$ cat config.mk
export PLATFORM = sky130hd
export DESIGN_NAME = if_id_buffer
export DESIGN_NICKNAME = d
export VERILOG_FILES = /design/src/rtl/if_id_buffer_pkg.sv /design/src/rtl/if_id_buffer_sync_fifo_ctrl.sv /design/src/rtl/if_id_buffer.sv
export SDC_FILE = /design/constraint.sdc
export NUM_CORES = 1
export LEC_CHECK = 0
export CAP_MARGIN = 25
export CORE_ASPECT_RATIO = 1.2
export CORE_MARGIN = 1.5
export CORE_UTILIZATION = 45
export DETAILED_ROUTE_END_ITERATION = 10
export DONT_BUFFER_PORTS = 1
export GPL_TIMING_DRIVEN = 0
export PLACE_DENSITY_LB_ADDON = 0.25
export SYNTH_ARGS = -nofsm -noshare
export SYNTH_HDL_FRONTEND = slang
export SYNTH_HIERARCHICAL = 1
export SYNTH_SLANG_ARGS = --single-unit
$ cat constraint.sdc
create_clock -name clk -period 5.55 [get_ports clk]
set_clock_uncertainty 0.05 [all_clocks]
set_input_delay 0.8325 -clock clk [delete_from_list [all_inputs] [get_ports clk]]
set_output_delay 0.8325 -clock clk [all_outputs]
set_load 0.01 [all_outputs]
$ cat src/rtl/if_id_buffer_pkg.sv
// Shared definitions for the fetch-to-decode buffer.
//   NopInstr      : addi x0,x0,0, presented to decode whenever the buffer is empty
//   PcResetVector : reset vector used by the fetch stage and by benches
//   occ_e         : occupancy classification derived from the entry count
package if_id_buffer_pkg;

    localparam logic [31:0] NopInstr      = 32'h0000_0013;
    localparam logic [31:0] PcResetVector = 32'h3000_0000;

    typedef enum logic [1:0] {
        OccEmpty,
        OccPartial,
        OccFull
    } occ_e;

    // Occupancy is a pure function of the count; there is no separate state register.
    function automatic occ_e occupancy(input int unsigned count, input int unsigned depth);
        if (count == 0) begin
            return OccEmpty;
        end else if (count >= depth) begin
            return OccFull;
        end
        return OccPartial;
    endfunction

endpackage

$ cat src/rtl/if_id_buffer_sync_fifo_ctrl.sv
// Pointer and count control for a small circular FIFO.
// Ports:
//   clk, rst      : clock, synchronous active-high reset
//   flush_i       : clear pointers and count at the next edge, block push/pop this cycle
//   push_req_i    : producer offers an entry
//   pop_req_i     : consumer takes the head entry
//   push_o        : an entry is written this cycle (at wr_ptr_o)
//   wr_ptr_o      : write pointer
//   rd_ptr_o      : read pointer (head entry)
//   count_o       : number of occupied entries
//   full_o        : count == DEPTH
//   empty_o       : count == 0
module if_id_buffer_sync_fifo_ctrl
    import if_id_buffer_pkg::*;
#(
    parameter int unsigned DEPTH = 2,
    localparam int unsigned PtrW = $clog2(DEPTH),
    localparam int unsigned CntW = $clog2(DEPTH + 1)
) (
    input  logic            clk,
    input  logic            rst,
    input  logic            flush_i,
    input  logic            push_req_i,
    input  logic            pop_req_i,
    output logic            push_o,
    output logic [PtrW-1:0] wr_ptr_o,
    output logic [PtrW-1:0] rd_ptr_o,
    output logic [CntW-1:0] count_o,
    output logic            full_o,
    output logic            empty_o
);

    logic [PtrW-1:0] wr_ptr_q, wr_ptr_d;
    logic [PtrW-1:0] rd_ptr_q, rd_ptr_d;
    logic [CntW-1:0] count_q, count_d;
    logic            pop;
    occ_e            occ;

    assign occ     = occupancy(32'(count_q), DEPTH);
    assign full_o  = (occ == OccFull);
    assign empty_o = (occ == OccEmpty);

    // Full refuses a push even if a pop happens in the same cycle.
    assign push_o = push_req_i && !full_o && !flush_i;
    assign pop    = pop_req_i && !empty_o && !flush_i;

    always_comb begin
        wr_ptr_d = wr_ptr_q;
        rd_ptr_d = rd_ptr_q;
        count_d  = count_q;
        if (flush_i) begin
            wr_ptr_d = '0;
            rd_ptr_d = '0;
            count_d  = '0;
        end else begin
            // DEPTH is a power of two, so natural overflow gives the modulo wrap.
            if (push_o) wr_ptr_d = wr_ptr_q + PtrW'(1);
            if (pop)    rd_ptr_d = rd_ptr_q + PtrW'(1);
            unique case ({push_o, pop})
                2'b10:   count_d = count_q + CntW'(1);
                2'b01:   count_d = count_q - CntW'(1);
                default: count_d = count_q;
            endcase
        end
    end

    always_ff @(posedge clk) begin
        if (rst) begin
            wr_ptr_q <= '0;
            rd_ptr_q <= '0;
            count_q  <= '0;
        end else begin
            wr_ptr_q <= wr_ptr_d;
            rd_ptr_q <= rd_ptr_d;
            count_q  <= count_d;
        end
    end

    assign wr_ptr_o = wr_ptr_q;
    assign rd_ptr_o = rd_ptr_q;
    assign count_o  = count_q;

endmodule

$ cat src/rtl/if_id_buffer.sv
// Fetch-to-decode decoupling buffer: a small circular FIFO of {pc, instr, misaligned}.
// Ports:
//   clk, rst          : clock, synchronous active-high reset
//   flush_i           : redirect; drops buffered and incoming entries, hides the head
//   in_valid_i        : fetch presents in_pc_i / in_instr_i
//   in_ready_o        : buffer not full (registered state only)
//   in_pc_i           : fetch address
//   in_instr_i        : fetched instruction word (not inspected)
//   out_valid_o       : head entry available to decode
//   out_ready_i       : decode consumes the head entry
//   out_pc_o          : head pc (0 when empty)
//   out_instr_o       : head instruction (NOP_INSTR when empty)
//   out_misaligned_o  : head pc[1:0] != 0 (0 when empty)
//   count_o           : number of occupied entries
module if_id_buffer
    import if_id_buffer_pkg::*;
#(
    parameter int unsigned     DEPTH     = 2,
    parameter int unsigned     XLEN      = 32,
    parameter logic [XLEN-1:0] NOP_INSTR = XLEN'(NopInstr),
    localparam int unsigned    PtrW      = $clog2(DEPTH),
    localparam int unsigned    CntW      = $clog2(DEPTH + 1)
) (
    input  logic            clk,
    input  logic            rst,
    input  logic            flush_i,
    input  logic            in_valid_i,
    output logic            in_ready_o,
    input  logic [XLEN-1:0] in_pc_i,
    input  logic [XLEN-1:0] in_instr_i,
    output logic            out_valid_o,
    input  logic            out_ready_i,
    output logic [XLEN-1:0] out_pc_o,
    output logic [XLEN-1:0] out_instr_o,
    output logic            out_misaligned_o,
    output logic [CntW-1:0] count_o
);

    logic [PtrW-1:0] wr_ptr;
    logic [PtrW-1:0] rd_ptr;
    logic            push;
    logic            full;
    logic            empty;

    // Data array is not reset; only the pointers and count are.
    logic [XLEN-1:0] pc_q    [DEPTH];
    logic [XLEN-1:0] instr_q [DEPTH];
    logic            mis_q   [DEPTH];

    if_id_buffer_sync_fifo_ctrl #(
        .DEPTH (DEPTH)
    ) u_ctrl (
        .clk        (clk),
        .rst        (rst),
        .flush_i    (flush_i),
        .push_req_i (in_valid_i),
        .pop_req_i  (out_ready_i),
        .push_o     (push),
        .wr_ptr_o   (wr_ptr),
        .rd_ptr_o   (rd_ptr),
        .count_o    (count_o),
        .full_o     (full),
        .empty_o    (empty)
    );

    always_ff @(posedge clk) begin
        if (push) begin
            pc_q[wr_ptr]    <= in_pc_i;
            instr_q[wr_ptr] <= in_instr_i;
            mis_q[wr_ptr]   <= |in_pc_i[1:0];
        end
    end

    assign in_ready_o = !full;
    // Hide the head during a flush so decode cannot consume a stale entry.
    assign out_valid_o = !empty && !flush_i;

    always_comb begin
        out_pc_o         = '0;
        out_instr_o      = NOP_INSTR;
        out_misaligned_o = 1'b0;
        if (!empty) begin
            out_pc_o         = pc_q[rd_ptr];
            out_instr_o      = instr_q[rd_ptr];
            out_misaligned_o = mis_q[rd_ptr];
        end
    end

endmodule

* After elaboration in Yosys (flattened, before gate mapping)
Memory sizes are Yosys's and may differ from the RTL's. A register that Yosys moved wholly into a read port is not among the register bits.
Cells that the tools add are included.
** Storage, ports and cells
- Register bits after elaboration :: 4
- Latch bits :: 0
- RAM bits :: 130
- Memory bits (read-only) :: 0
- Input bits :: 69
- Output and inout port bits :: 69
- Word-level logic and storage cells :: 44
- Memories kept :: 3
** Operators by class
- Add/subtract/negate cells :: 4
- $mul :: 0
- Divide/modulo/power cells :: 0
- $lt $le $gt $ge :: 1
- Eq/ne operators :: 3
- Shift-type cells :: 0
- Muxes and demuxes :: 17
- Bitwise operators :: 0
- Reduce and logical (&&, ||, !) cells :: 13
** Memory list
- instr_q :: depth 2, bits a word 32, rd ports 1, clocked after memory_dff 1, write ports 1, RTL line if_id_buffer.sv:47 : logic [XLEN-1:0] instr_q [DEPTH];
- pc_q :: depth 2, bits a word 32, rd ports 1, clocked after memory_dff 1, write ports 1, RTL line if_id_buffer.sv:46 : logic [XLEN-1:0] pc_q [DEPTH];
- mis_q :: depth 2, bits a word 1, rd ports 1, clocked after memory_dff 1, write ports 1, RTL line if_id_buffer.sv:48 : logic mis_q [DEPTH];
** Operators with widths (number)
- two-way mux 32 bit :: 2
- two-way mux 1 bit :: 11
- two-way mux 2 bit :: 3
- logical AND 1 bit :: 5
- equality test 2 bit, second input constant :: 2
- zero test 2 bit :: 2
- one-hot mux 2 bit (2 select lines) :: 1
- OR reduction 2 bit :: 2
- zero test 1 bit :: 3
- adder 1 bit, second input constant :: 2
- adder 2 x 1 -> 2 bit, second input constant :: 1
- equality test 2 x 1 -> 1 bit, second input constant :: 1
- >= comparator 2 bit, second input constant :: 1
- nonzero test 2 bit :: 1
- subtractor 2 x 1 -> 2 bit, second input constant :: 1

* Depth between registers and ports, before layout
Gate-level depths: netlist of run 1.
- Word-level depth :: 10
- Gate-level depth with buffers :: 6
- Mapped depth without buffers :: 6

* By module
The synthesis of run 1 kept the hierarchy.
** Modules (own cells, without submodules)
- if_id_buffer :: instances 1, cells an instance 279, area an instance 4977.3 sq um, sequential area each 3903.7 sq um
- if_id_buffer_sync_fifo_ctrl :: instances 1, cells an instance 22, area an instance 193.9 sq um, sequential area each 80.1 sq um

* Worst setup path before layout of run 1
Ideal clock, no wire load.
- Kind :: input to register
- Start point :: input in_valid_i
- End point :: memory instr_q[0][0], enable pin
- Library setup time :: 0.496 ns
- Arrival time :: 4.063 ns
- Required time :: 5.004 ns
- Path slack :: 0.940 ns
- Stages :: 4
- Path buffers :: 0
- Cell sequence :: nor2b_1 nand2b_1 inv_1 nor2b_1
** On the way
- Longest elaborated chain between the ends :: 4
** Ends and longest elaborated chain
- start: declaration :: RTL line if_id_buffer.sv:27 : input logic in_valid_i,
- logical AND 1 bit (2 in a row) :: RTL line if_id_buffer_sync_fifo_ctrl.sv:44 : assign push_o = push_req_i && !full_o && !flush_i;
- via push :: RTL line if_id_buffer.sv:41 : logic push;
- two-way mux 1 bit :: RTL line if_id_buffer.sv:67 : if (push) begin
- two-way mux 1 bit (not written as such) :: RTL line if_id_buffer.sv:69 : instr_q[wr_ptr] <= in_instr_i;
- end: declaration :: RTL line if_id_buffer.sv:47
The timed path passes the listed nets, and every way through them passes these cells.

* Final worst setup path of run 1
- Start point :: register u_ctrl.count_q[0], in the netlist u_ctrl/count_o[0]
- End point :: output out_instr_o[21]
** On the way
- Longest elaborated chain between the ends :: 6
- Elaborated cells on any way between the ends :: 8
- Those cells by class :: 1 x order compare; 5 x mux; 2 x reduce/logical
** Ends and longest elaborated chain
- start: declaration :: RTL line if_id_buffer_sync_fifo_ctrl.sv:35 : logic [CntW-1:0] count_q, count_d;
- start signal: assignment :: RTL line if_id_buffer_sync_fifo_ctrl.sv:75 : count_q <= count_d;
- >= comparator 2 bit :: RTL line if_id_buffer_pkg.sv:20 : end else if (count >= depth) begin
- two-way mux 1 bit :: RTL line if_id_buffer_pkg.sv:20
- two-way mux 1 bit :: RTL line if_id_buffer_pkg.sv:18 : if (count == 0) begin
- two-way mux 2 bit (*) :: RTL line if_id_buffer_pkg.sv:23 : return OccPartial;
- zero test 2 bit (*) :: RTL line if_id_buffer_sync_fifo_ctrl.sv:41 : assign empty_o = (occ == OccEmpty);
- via empty :: RTL line if_id_buffer.sv:43 : logic empty;
- two-way mux 32 bit (*) :: RTL line if_id_buffer.sv:82 : if (!empty) begin
- end: declaration :: RTL line if_id_buffer.sv:34 : output logic [XLEN-1:0] out_instr_o,
Mark *: on every way through the listed nets, which the timed path passes. The rest lies on a longest branch.

==> flow_summary.json, run 1 <==
{
  "worstSetupStartpointType": "flip-flop",
  "root_buffer": "clkbuf_16",
  "outcome": "complete, no violations",
  "synth_top_area_frac": 0.755,
  "synth-edff-count": 130,
  "cts_setup_buffers": 0,
  "yosys_warnings": 6,
  "rsz0062_at_grt": "false",
  "gr-usage-met3": 0.0665,
  "grt-ovfl-total": 0,
  "grt_pass1_vias": 2466,
  "vias": 2432,
  "syn_area_sq_mm": 0.00517,
  "synthTopCellsByCount": "edfxtp_1, nor2_1, mux2i_1, buf_12",
  "antenna_found_initial": 0,
  "grt.total_usage": 0.153,
  "antenna_cells": 0,
  "utilization": 0.541,
  "drive_gt1_frac": 0.137,
  "cp.arrival_ns": 1.93,
  "cts_hold_buf": 0,
  "yosys.area.top_type": "edfxtp_1",
  "fillers": 938,
  "clockBufferDepth": 2,
  "ant_nets": 0,
  "max_freq_mhz": 356,
  "vdd_drop_max_uv": 234,
  "clk_latency_ns": 0.40,
  "fin_ws_ns": 2.74,
  "routed_wl_um": 8990,
  "synthArstFlopShare": 0,
  "maxCapViolations": 0,
  "drt_pass1_iterations": 4,
  "crit_path_end_kind": "primary output",
  "synth_ff_type": "edfxtp_1",
  "grt_pass1_wl_um": 13200,
  "relSlewSlack": 0.402,
  "syn_to_final_growth_pct": 16.5,
  "core_area_sq_mm": 0.0111,
  "syn-num-nets": 371,
  "num_rows": 42,
  "fin_tns_setup_ns": 0,
  "grt.met2_usage": 0.260,
  "die_width_um": 101,
  "via_per_inst": 4.97,
  "yosysMostFrequentCell": "edfxtp_1",
  "grt.busiest_layer": "met2",
  "routedWlPerCell_um": 18.4,
  "syn_area_per_cell_sq_um": 17.2,
  "synth_cell_types": 24,
  "start_util": 0.464,
  "hold_viol": 0,
  "cts_tree": "built",
  "synth_seq_area_share": 0.770,
  "ios": 138,
  "preCtsSetupSlack_ns": 3.07,
  "critPathMaxFanout": 10,
  "synth_area_leaders": "edfxtp_1, mux2i_1, nor2_1, buf_12, dfxtp_1",
  "cts-resized-gates": 0,
  "met1_usage": 0.163,
  "tightestPinTransition_ns": 0.897,
  "setup_viol": 0,
  "drc": 0,
  "grt_start_max_net_pins": 66,
  "power.density_mw_per_mm2": 390,
  "path_class": "flip-flop to primary output",
  "dp_hpwl_um": 5800,
  "ctsHtreeMaxLevel": 4,
  "maxSlewViolCount": 0,
  "path_clk_slew_ns": 0.06,
  "nets": 392,
  "ys_ff_latch": 134,
  "gp_congestion": 0.636,
  "clkSinkCount": 134,
  "ff2ff_setup_slack_ns": 3.54,
  "min_path_type": "primary input to flip-flop",
  "dr.first_iter.drc_count": 75,
  "port_buffers": 0,
  "cts_buffers": 17,
  "synth_cells": 301,
  "die_h_um": 120,
  "min_period_ns": 2.81,
  "finalCritPeriodShare": 0.506,
  "required_ns": 4.67,
  "p_leak_nw": 1.87,
  "die-area_sq_mm": 0.0121
}
==> stage by stage <==
stage	std cells	hold WS [ns]	total power, mW	area (sq um)
2_1_floorplan	301	0.477	1.23	5170
3_3_place_gp	455	0.491	1.25	5360
3_5_place_dp	457	0.529	1.25	5420
4_1_cts	489	0.426	2.37	6030
5_1_grt	489	0.426	2.42	6030
6_report	489	0.445	2.35	6030
==> cells by family after synthesis <==
kind of cell,count (synthesis),share of synthesized area
mux,62,0.120
xor+xnor,4,0.00678
compound gates,6,0.00847
buf+inv,17,0.0307
flops,134,0.770
fa+ha+maj,1,0.00242
simple gates,77,0.0612
==> routing by layer <==
metal,part of all wire,up-vias
met1,0.38,1188
met5,0,-
li1,-,1154
met3,0.068,8
met4,0.013,0
met2,0.54,82
==> power breakdown <==
part | leakage (nW) | internal [mW] | switching [mW] | total (mW)
logic | 0.361 | 0.0242 | 0.0490 | 0.0732
clock network | 0.286 | 0.708 | 0.414 | 1.12
registers | 1.23 | 1.14 | 0.00757 | 1.15
==> cells in the final DEF, fill, tap and decap left out <==
| master | n |
|---|---|
| buf_16 | 1 |
| nor2b_4 | 1 |
| buf_1 | 2 |
| o21ai_0 | 2 |
| inv_1 | 2 |
| xnor2_1 | 2 |
| a211oi_1 | 1 |
| mux2i_1 | 62 |
| inv_6 | 3 |
| ha_1 | 1 |
| clkbuf_16 | 17 |
| nor2b_1 | 3 |
| buf_6 | 1 |
| and2_4 | 1 |
| clkbuf_1 | 4 |
| or3_1 | 1 |
| edfxtp_1 | 130 |
| buf_12 | 6 |
| buf_2 | 2 |
| clkinv_4 | 2 |
| or2_2 | 1 |
| nand2b_1 | 1 |
| nor2_1 | 65 |
| xor2_1 | 2 |
| buf_4 | 1 |
| nor3_1 | 3 |
| clkinv_2 | 3 |
| a211o_1 | 3 |
| bufinv_16 | 3 |
| dfxtp_1 | 4 |
| and2b_1 | 1 |
| clkinvlp_4 | 4 |
==> layout make-up <==
cell class	count	area, sq um	area share
sequential	134	3980	0.661
multi-input combinational	150	1040	0.172
clock buffer	17	425	0.0706
tap	154	193	0.0320
clock inverter	15	179	0.0297
buffer	15	151	0.0251
timing repair buffer	2	47.5	0.00789
inverter	2	7.51	0.00125
==> sequential cells by signal, summed over array words and instances (netlist names) <==
signal and flops:
u_ctrl/wr_ptr_o 1, pc_q 64, u_ctrl/rd_ptr_o 1, mis_q 2
instr_q 64, u_ctrl/count_o 2
==> final timing paths <==
path | depth (start not counted) | to | from
setup / recovery | 4 | out_instr_o[21] | u_ctrl/count_o[0]
hold / removal | 1 | u_ctrl/wr_ptr_o | rst
setup reg to reg | 4 | pc_q[1][10] | u_ctrl/count_o[1]
hold reg to reg | 2 | u_ctrl/wr_ptr_o | u_ctrl/wr_ptr_o
==> critical path: stages (launching register included) <==
cell and delay (ns):
dfxtp_1 0.39, nor2_1 0.19, buf_2 0.29, clkbuf_1 0.45, nor2_1 0.21
(Power assumes the default switching activity.)
==> inputs of run 2 (changes only) <==
--- a/config.mk
+++ b/config.mk
@@ -5,6 +5,7 @@
 export SDC_FILE = /design/constraint.sdc
 export NUM_CORES = 1
 export LEC_CHECK = 0
+export ABC_AREA = 1
 export CAP_MARGIN = 25
 export CORE_ASPECT_RATIO = 1.2
 export CORE_MARGIN = 1.5
==> constraint.sdc (replaced) <==
create_clock -name clk -period 2.28 [get_ports clk]
set_clock_uncertainty 0.05 [all_clocks]
set_input_delay 0.342 -clock clk [delete_from_list [all_inputs] [get_ports clk]]
set_output_delay 0.342 -clock clk [all_outputs]
set_load 0.01 [all_outputs]
==> run 2 against run 1 <==
Effect of this change: combinational power grew to 4.1 times the previous value; sequential power grew 140%; via count grew 49%; final area grew 17%; sequential cell count is the same; power grew 140%; non-clock buffer count grew 72; register-to-register slack lost 3.3 ns; clock power grew 130%; count of clock-buffer cells in the layout grew 1; highest routed layer unchanged.
==> flow_summary.json, run 2 <==
{
  "max_freq_mhz": 472,
  "gp_congestion": 0.790,
  "required_ns": 1.89,
  "share_comb_of_total_power": 0.053,
  "worstSetupStartpointType": "flip-flop",
  "top_regs": "instr_q (64), pc_q (64)",
  "pwr-share-seq": 0.493,
  "syn_area_per_cell_sq_um": 10.8,
  "clkSinkCount": 134,
  "outcome": "complete, no violations",
  "fin_tns_setup_ns": 0,
  "ios": 138,
  "synth-edff-count": 130,
  "min_period_ns": 2.12,
  "clockBufferDepth": 2,
  "path_class": "flip-flop to primary output",
  "fin_ws_ns": 0.159,
  "yosysMostFrequentCell": "nand2_1",
  "cp.arrival_ns": 1.73,
  "tightestPinTransition_ns": 0.820,
  "critPathSlowestCell": "dfxtp_2",
  "syn-num-nets": 585,
  "cts_tree": "built",
  "num_rows": 44,
  "holdWs_ns": 0.0772,
  "grt_pass1_wl_um": 17900,
  "start_util": 0.461,
  "drive_gt1_frac": 0.101,
  "final_cell_mix": "nand2_1, nor2_1, edfxtp_1",
  "finalCritPeriodShare": 0.930,
  "syn_to_final_growth_pct": 26.7,
  "ys_ff_latch": 134,
  "min_path_type": "primary input to flip-flop",
  "grt_pass1_vias": 3599,
  "path_cells": "nor2_1 > inv_2 > buf_4 > buf_4 > nand2_1 > nor2_1",
  "root_buffer": "clkbuf_16",
  "synth_seq_area_share": 0.716,
  "antenna_found_initial": 1,
  "ctsHtreeMaxLevel": 4,
  "seq_area_sq_mm": 0.00399,
  "routed_wl_um": 11300,
  "synth_top_area_frac": 0.702,
  "path_clk_slew_ns": 0.06,
  "synth_cells": 515,
  "critPathMaxFanout": 10,
  "switching_power_mw": 1.17,
  "path_delay_family": "buffers and inverters",
  "yosys.area.top_type": "edfxtp_1",
  "crit_buf_inv": 3,
  "grt_start_max_net_pins": 35,
  "synthTopCellsByCount": "nand2_1, nor2_1, edfxtp_1, inv_1, buf_6",
  "ant_nets": 0,
  "vdd_drop_max_uv": 638,
  "power.density_mw_per_mm2": 804,
  "setup_viol": 0,
  "die_width_um": 105,
  "rsz0062_at_grt": "false",
  "drt_pass1_iterations": 4,
  "dr.first_iter.drc_count": 170,
  "drc": 0,
  "layout_commonest_cell": "nand2_1",
  "syn_area_sq_mm": 0.00556,
  "clkPwrFrac": 0.454,
  "synthArstFlopShare": 0,
  "crit_path_end_kind": "primary output",
  "multi_input_area_sq_mm": 0.00111,
  "finalPower_mw": 5.67,
  "fillers": 967,
  "vias": 3619,
  "die-area_sq_mm": 0.0130,
  "grt.total_usage": 0.182,
  "max_stage_delay_ns": 0.43,
  "via_per_inst": 4.66,
  "core_area_sq_mm": 0.0121,
  "synth_area_leaders": "edfxtp_1, nand2_1, nor2_1, inv_1, buf_6",
  "preCtsSetupSlack_ns": 0.0171,
  "yosys_warnings": 6,
  "grt-ovfl-total": 0,
  "clk_latency_ns": 0.40,
  "port_buffers": 0,
  "die_h_um": 125,
  "maxSlewViolCount": 0,
  "dp_hpwl_um": 7090,
  "p_int_mw": 4.51,
  "maxCapViolations": 0,
  "placed_cells": 679,
  "p_leak_nw": 2.70,
  "p_sw_frac": 0.206,
  "relSlewSlack": 0.451,
  "cts_buffers": 17,
  "routedWlPerCell_um": 14.5,
  "synth_ff_type": "edfxtp_1",
  "final_cells": 777,
  "hold_viol": 0,
  "nets": 672,
  "synth_cell_types": 19
}
==> run 2: layout make-up <==
type / count / share of cell area
sequential: 134 / 0.565
tap: 161 / 0.0286
clock inverter: 14 / 0.0192
multi-input combinational: 286 / 0.157
buffer: 22 / 0.0289
antenna: 1 / 0.000355
clock buffer: 18 / 0.0609
inverter: 73 / 0.0394
timing repair inverter: 1 / 0.000710
timing repair buffer: 67 / 0.0994
==> run 2: logic make-up after synthesis <==
group | synth area share
buf+inv | 0.0859
compound gates | 0.00427
simple gates | 0.192
flops | 0.716
fa+ha+maj | 0.00225
==> run 2: worst min-delay path: stages <==
cell and delay [ns]:
nor2_1 0.05, nand2_1 0.07, nor2_1 0.03
==> run 2: stage by stage <==
step                      instance area, sq um   util
after global placement                    5780  0.479
after CTS                                 7040  0.584
after detailed placement                  5840  0.484
after floorplan                           5580      -
final                                     7050  0.585
after global routing                      7050  0.585
==> run 2: layer usage <==
layer	GRT usage	routed length [um]	vias to the layer above
li1	-	-	1792
met1	0.205	4560	1687
met2	0.313	5810	119
met3	0.0555	682	21
met4	0.0850	235	0
met5	0	0	-
==> run 2: final timing paths <==
check,from,to,slack (ns),cells after the start
worst max-delay path,u_ctrl/count_o[0],out_pc_o[22],0.16,6
worst min-delay path,rst,u_ctrl/count_o[1],0.08,3
worst max register to register,u_ctrl/count_o[1],pc_q[1][23],0.27,3
worst min register to register,u_ctrl/count_o[0],u_ctrl/count_o[0],0.49,1
==> run 2: what timing repair did <==
item / 4_1_cts / 5_1_grt
setup endpoints to repair: 0 / 82
setup buffers: 0 / 0
hold endpoints to repair: 128 / 0
resized for setup: 0 / 2
hold buffers: 64 / 0
==> run 2: power by group through the flow <==
| stage | clock, mW | sequential (mW) | combinational, mW |
|---|---|---|---|
| after detailed placement | 0 | 2.85 | 0.198 |
| after CTS | 2.63 | 2.79 | 0.301 |
| final | 2.58 | 2.79 | 0.299 |
| after floorplan | 0 | 2.84 | 0.144 |
| after global routing | 2.73 | 2.80 | 0.331 |
| after global placement | 0 | 2.85 | 0.183 |
==> inputs of run 3 (changes only) <==
--- a/config.mk
+++ b/config.mk
@@ -5,7 +5,7 @@
 export SDC_FILE = /design/constraint.sdc
 export NUM_CORES = 1
 export LEC_CHECK = 0
-export ABC_AREA = 1
+export ABC_CLOCK_PERIOD_IN_PS = 2280
 export CAP_MARGIN = 25
 export CORE_ASPECT_RATIO = 1.2
 export CORE_MARGIN = 1.5
@@ -13,7 +13,7 @@
 export DETAILED_ROUTE_END_ITERATION = 10
 export DONT_BUFFER_PORTS = 1
 export GPL_TIMING_DRIVEN = 0
-export PLACE_DENSITY_LB_ADDON = 0.25
+export PLACE_DENSITY_LB_ADDON = 0.15
 export SYNTH_ARGS = -nofsm -noshare
 export SYNTH_HDL_FRONTEND = slang
 export SYNTH_HIERARCHICAL = 1
==> run 3 against run 2 <==
Effect of this change: worst setup slack better by 0.020 ns; wire length is 14% lower; sequential power hardly changed; sequential cell count stayed put; largest power group unchanged.
==> flow_summary.json, run 3 (synthesis gave the netlist of run 1 again) <==
{
  "path_delay_family": "buffers and inverters",
  "final_cell_mix": "edfxtp_1, dlygate4sd3_1, nor2_1",
  "path_cells": "nor2_1 > buf_2 > clkbuf_2 > nor2_1",
  "cts_buffers": 17,
  "critPathSlowestCell": "dfxtp_2",
  "clkSinkCount": 134,
  "maxCapViolations": 0,
  "cp.arrival_ns": 1.71,
  "die_h_um": 120,
  "fin_tns_setup_ns": 0,
  "p_leak_nw": 2.18,
  "crit_buf_inv": 2,
  "fillers": 899,
  "grt_start_max_net_pins": 40,
  "clkPwrFrac": 0.476,
  "r2r-end": "pc_q[0][27]",
  "p_int_mw": 4.75,
  "top_regs": "instr_q (64), pc_q (64)",
  "hold_viol": 0,
  "worstSetupStartpointType": "flip-flop",
  "ios": 138,
  "syn_to_final_growth_pct": 30.3,
  "drc": 0,
  "cpMostUsedCell": "nor2_1",
  "port_buffers": 0,
  "cp_num_cells": 4,
  "cts_tree": "built",
  "antenna_found_initial": 0,
  "required_ns": 1.89,
  "p_sw_frac": 0.195,
  "dr.first_iter.drc_count": 100,
  "share_comb_of_total_power": 0.050,
  "holdPathStages": 1,
  "tightestPinTransition_ns": 0.613,
  "max_stage_delay_ns": 0.37,
  "worstReg2RegStart": "u_ctrl/count_o[1]",
  "setup_viol": 0,
  "finalPower_mw": 5.91,
  "r2r_cells": 6,
  "die-area_sq_mm": 0.0121,
  "path_class": "flip-flop to primary output",
  "root_buffer": "clkbuf_16",
  "vdd_drop_max_uv": 619,
  "max_freq_mhz": 476,
  "critPathMaxFanout": 10,
  "relSlewSlack": 0.589,
  "antenna_cells": 0,
  "final_cells": 557,
  "nets": 460,
  "routed_wl_um": 9760,
  "preCtsSetupSlack_ns": 0.0273,
  "holdPathEnd": "mis_q[1]",
  "dp_hpwl_um": 6080,
  "core_area_sq_mm": 0.0111,
  "drt_pass1_iterations": 4,
  "ant_nets": 0,
  "pwr-share-seq": 0.475,
  "maxSlewViolCount": 0,
  "grt_pass1_vias": 2985,
  "clk_latency_ns": 0.40,
  "drive_gt1_frac": 0.127,
  "min_path_type": "primary input to flip-flop",
  "outcome": "complete, no violations",
  "fin_ws_ns": 0.180,
  "finalCritPeriodShare": 0.921,
  "placed_cells": 458,
  "die_width_um": 101,
  "grt_pass1_wl_um": 14600,
  "via_per_inst": 4.93,
  "switching_power_mw": 1.15,
  "holdWs_ns": 0.0880,
  "num_rows": 42,
  "clockBufferDepth": 2,
  "power.density_mw_per_mm2": 877,
  "rsz0062_at_grt": "false",
  "vias": 2745,
  "start_util": 0.464,
  "gp_congestion": 0.696,
  "routedWlPerCell_um": 17.5,
  "grt-ovfl-total": 0,
  "layout_commonest_cell": "edfxtp_1",
  "min_period_ns": 2.10,
  "crit_path_end_kind": "primary output",
  "grt.total_usage": 0.167,
  "min-delay-start": "in_pc_i[0]",
  "ff2ff_setup_slack_ns": 0.23,
  "ctsHtreeMaxLevel": 4,
  "path_clk_slew_ns": 0.05
}
-- run 3: per-layer routing --
metal | share of wire | vias up | global-route usage
met2 | 0.54 | 104 | 0.300
met1 | 0.37 | 1338 | 0.165
met4 | 0.014 | 0 | 0.0819
met5 | 0 | - | 0
li1 | - | 1293 | -
met3 | 0.068 | 10 | 0.0665
-- run 3: cell type report --
class	count	area, sq um	share of cell area
clock inverter	12	178	0.0264
timing repair buffer	69	728	0.108
buffer	15	155	0.0230
tap	154	193	0.0286
multi-input combinational	151	1050	0.156
inverter	2	7.51	0.00111
sequential	134	3990	0.592
clock buffer	20	437	0.0648
-- run 3: metrics by stage --
| step | utilization | instance area (sq um) |
|---|---|---|
| CTS | 0.603 | 6720 |
| detailed placement | 0.488 | 5440 |
| floorplan | - | 5180 |
| global placement | 0.482 | 5370 |
| global route | 0.605 | 6740 |
| finish | 0.605 | 6740 |
-- run 3: worst max path at each step --
stage                            endpoint               from  slack [ns]
after CTS                     pc_q[0][28]  u_ctrl/count_o[1]        0.03
after global routing      out_instr_o[22]  u_ctrl/count_o[0]        0.04
final                     out_instr_o[28]  u_ctrl/count_o[0]        0.18
after global placement        pc_q[0][15]  u_ctrl/count_o[1]       -0.53
after floorplan             instr_q[0][0]  u_ctrl/count_o[1]        0.12
after detailed placement   instr_q[0][17]  u_ctrl/count_o[1]        0.03
-- run 3: worst reg2reg max path, stage by stage, from the launching register on --
cell      delay [ns]
dfxtp_2         0.37
nor2b_1         0.19
nand2b_1        0.11
inv_1           0.14
nor2b_4         0.44
buf_16          0.24
buf_12          0.20
-- run 3: timing repair --
action                                  4_1_cts  5_1_grt
buffers inserted                              0        0
hold buffers                                 66        0
cloned                                        0        1
gates resized for setup                       3        4
endpoints found under the setup margin       30       29
hold endpoints to repair                    132        0
-- run 3: power by group through the flow --
stage | combinational [mW] | clock, mW | sequential, mW
final | 0.293 | 2.81 | 2.81
after global routing | 0.320 | 2.96 | 2.81
after detailed placement | 0.186 | 0 | 2.86
after CTS | 0.296 | 2.86 | 2.80
after global placement | 0.171 | 0 | 2.86
after floorplan | 0.134 | 0 | 2.85
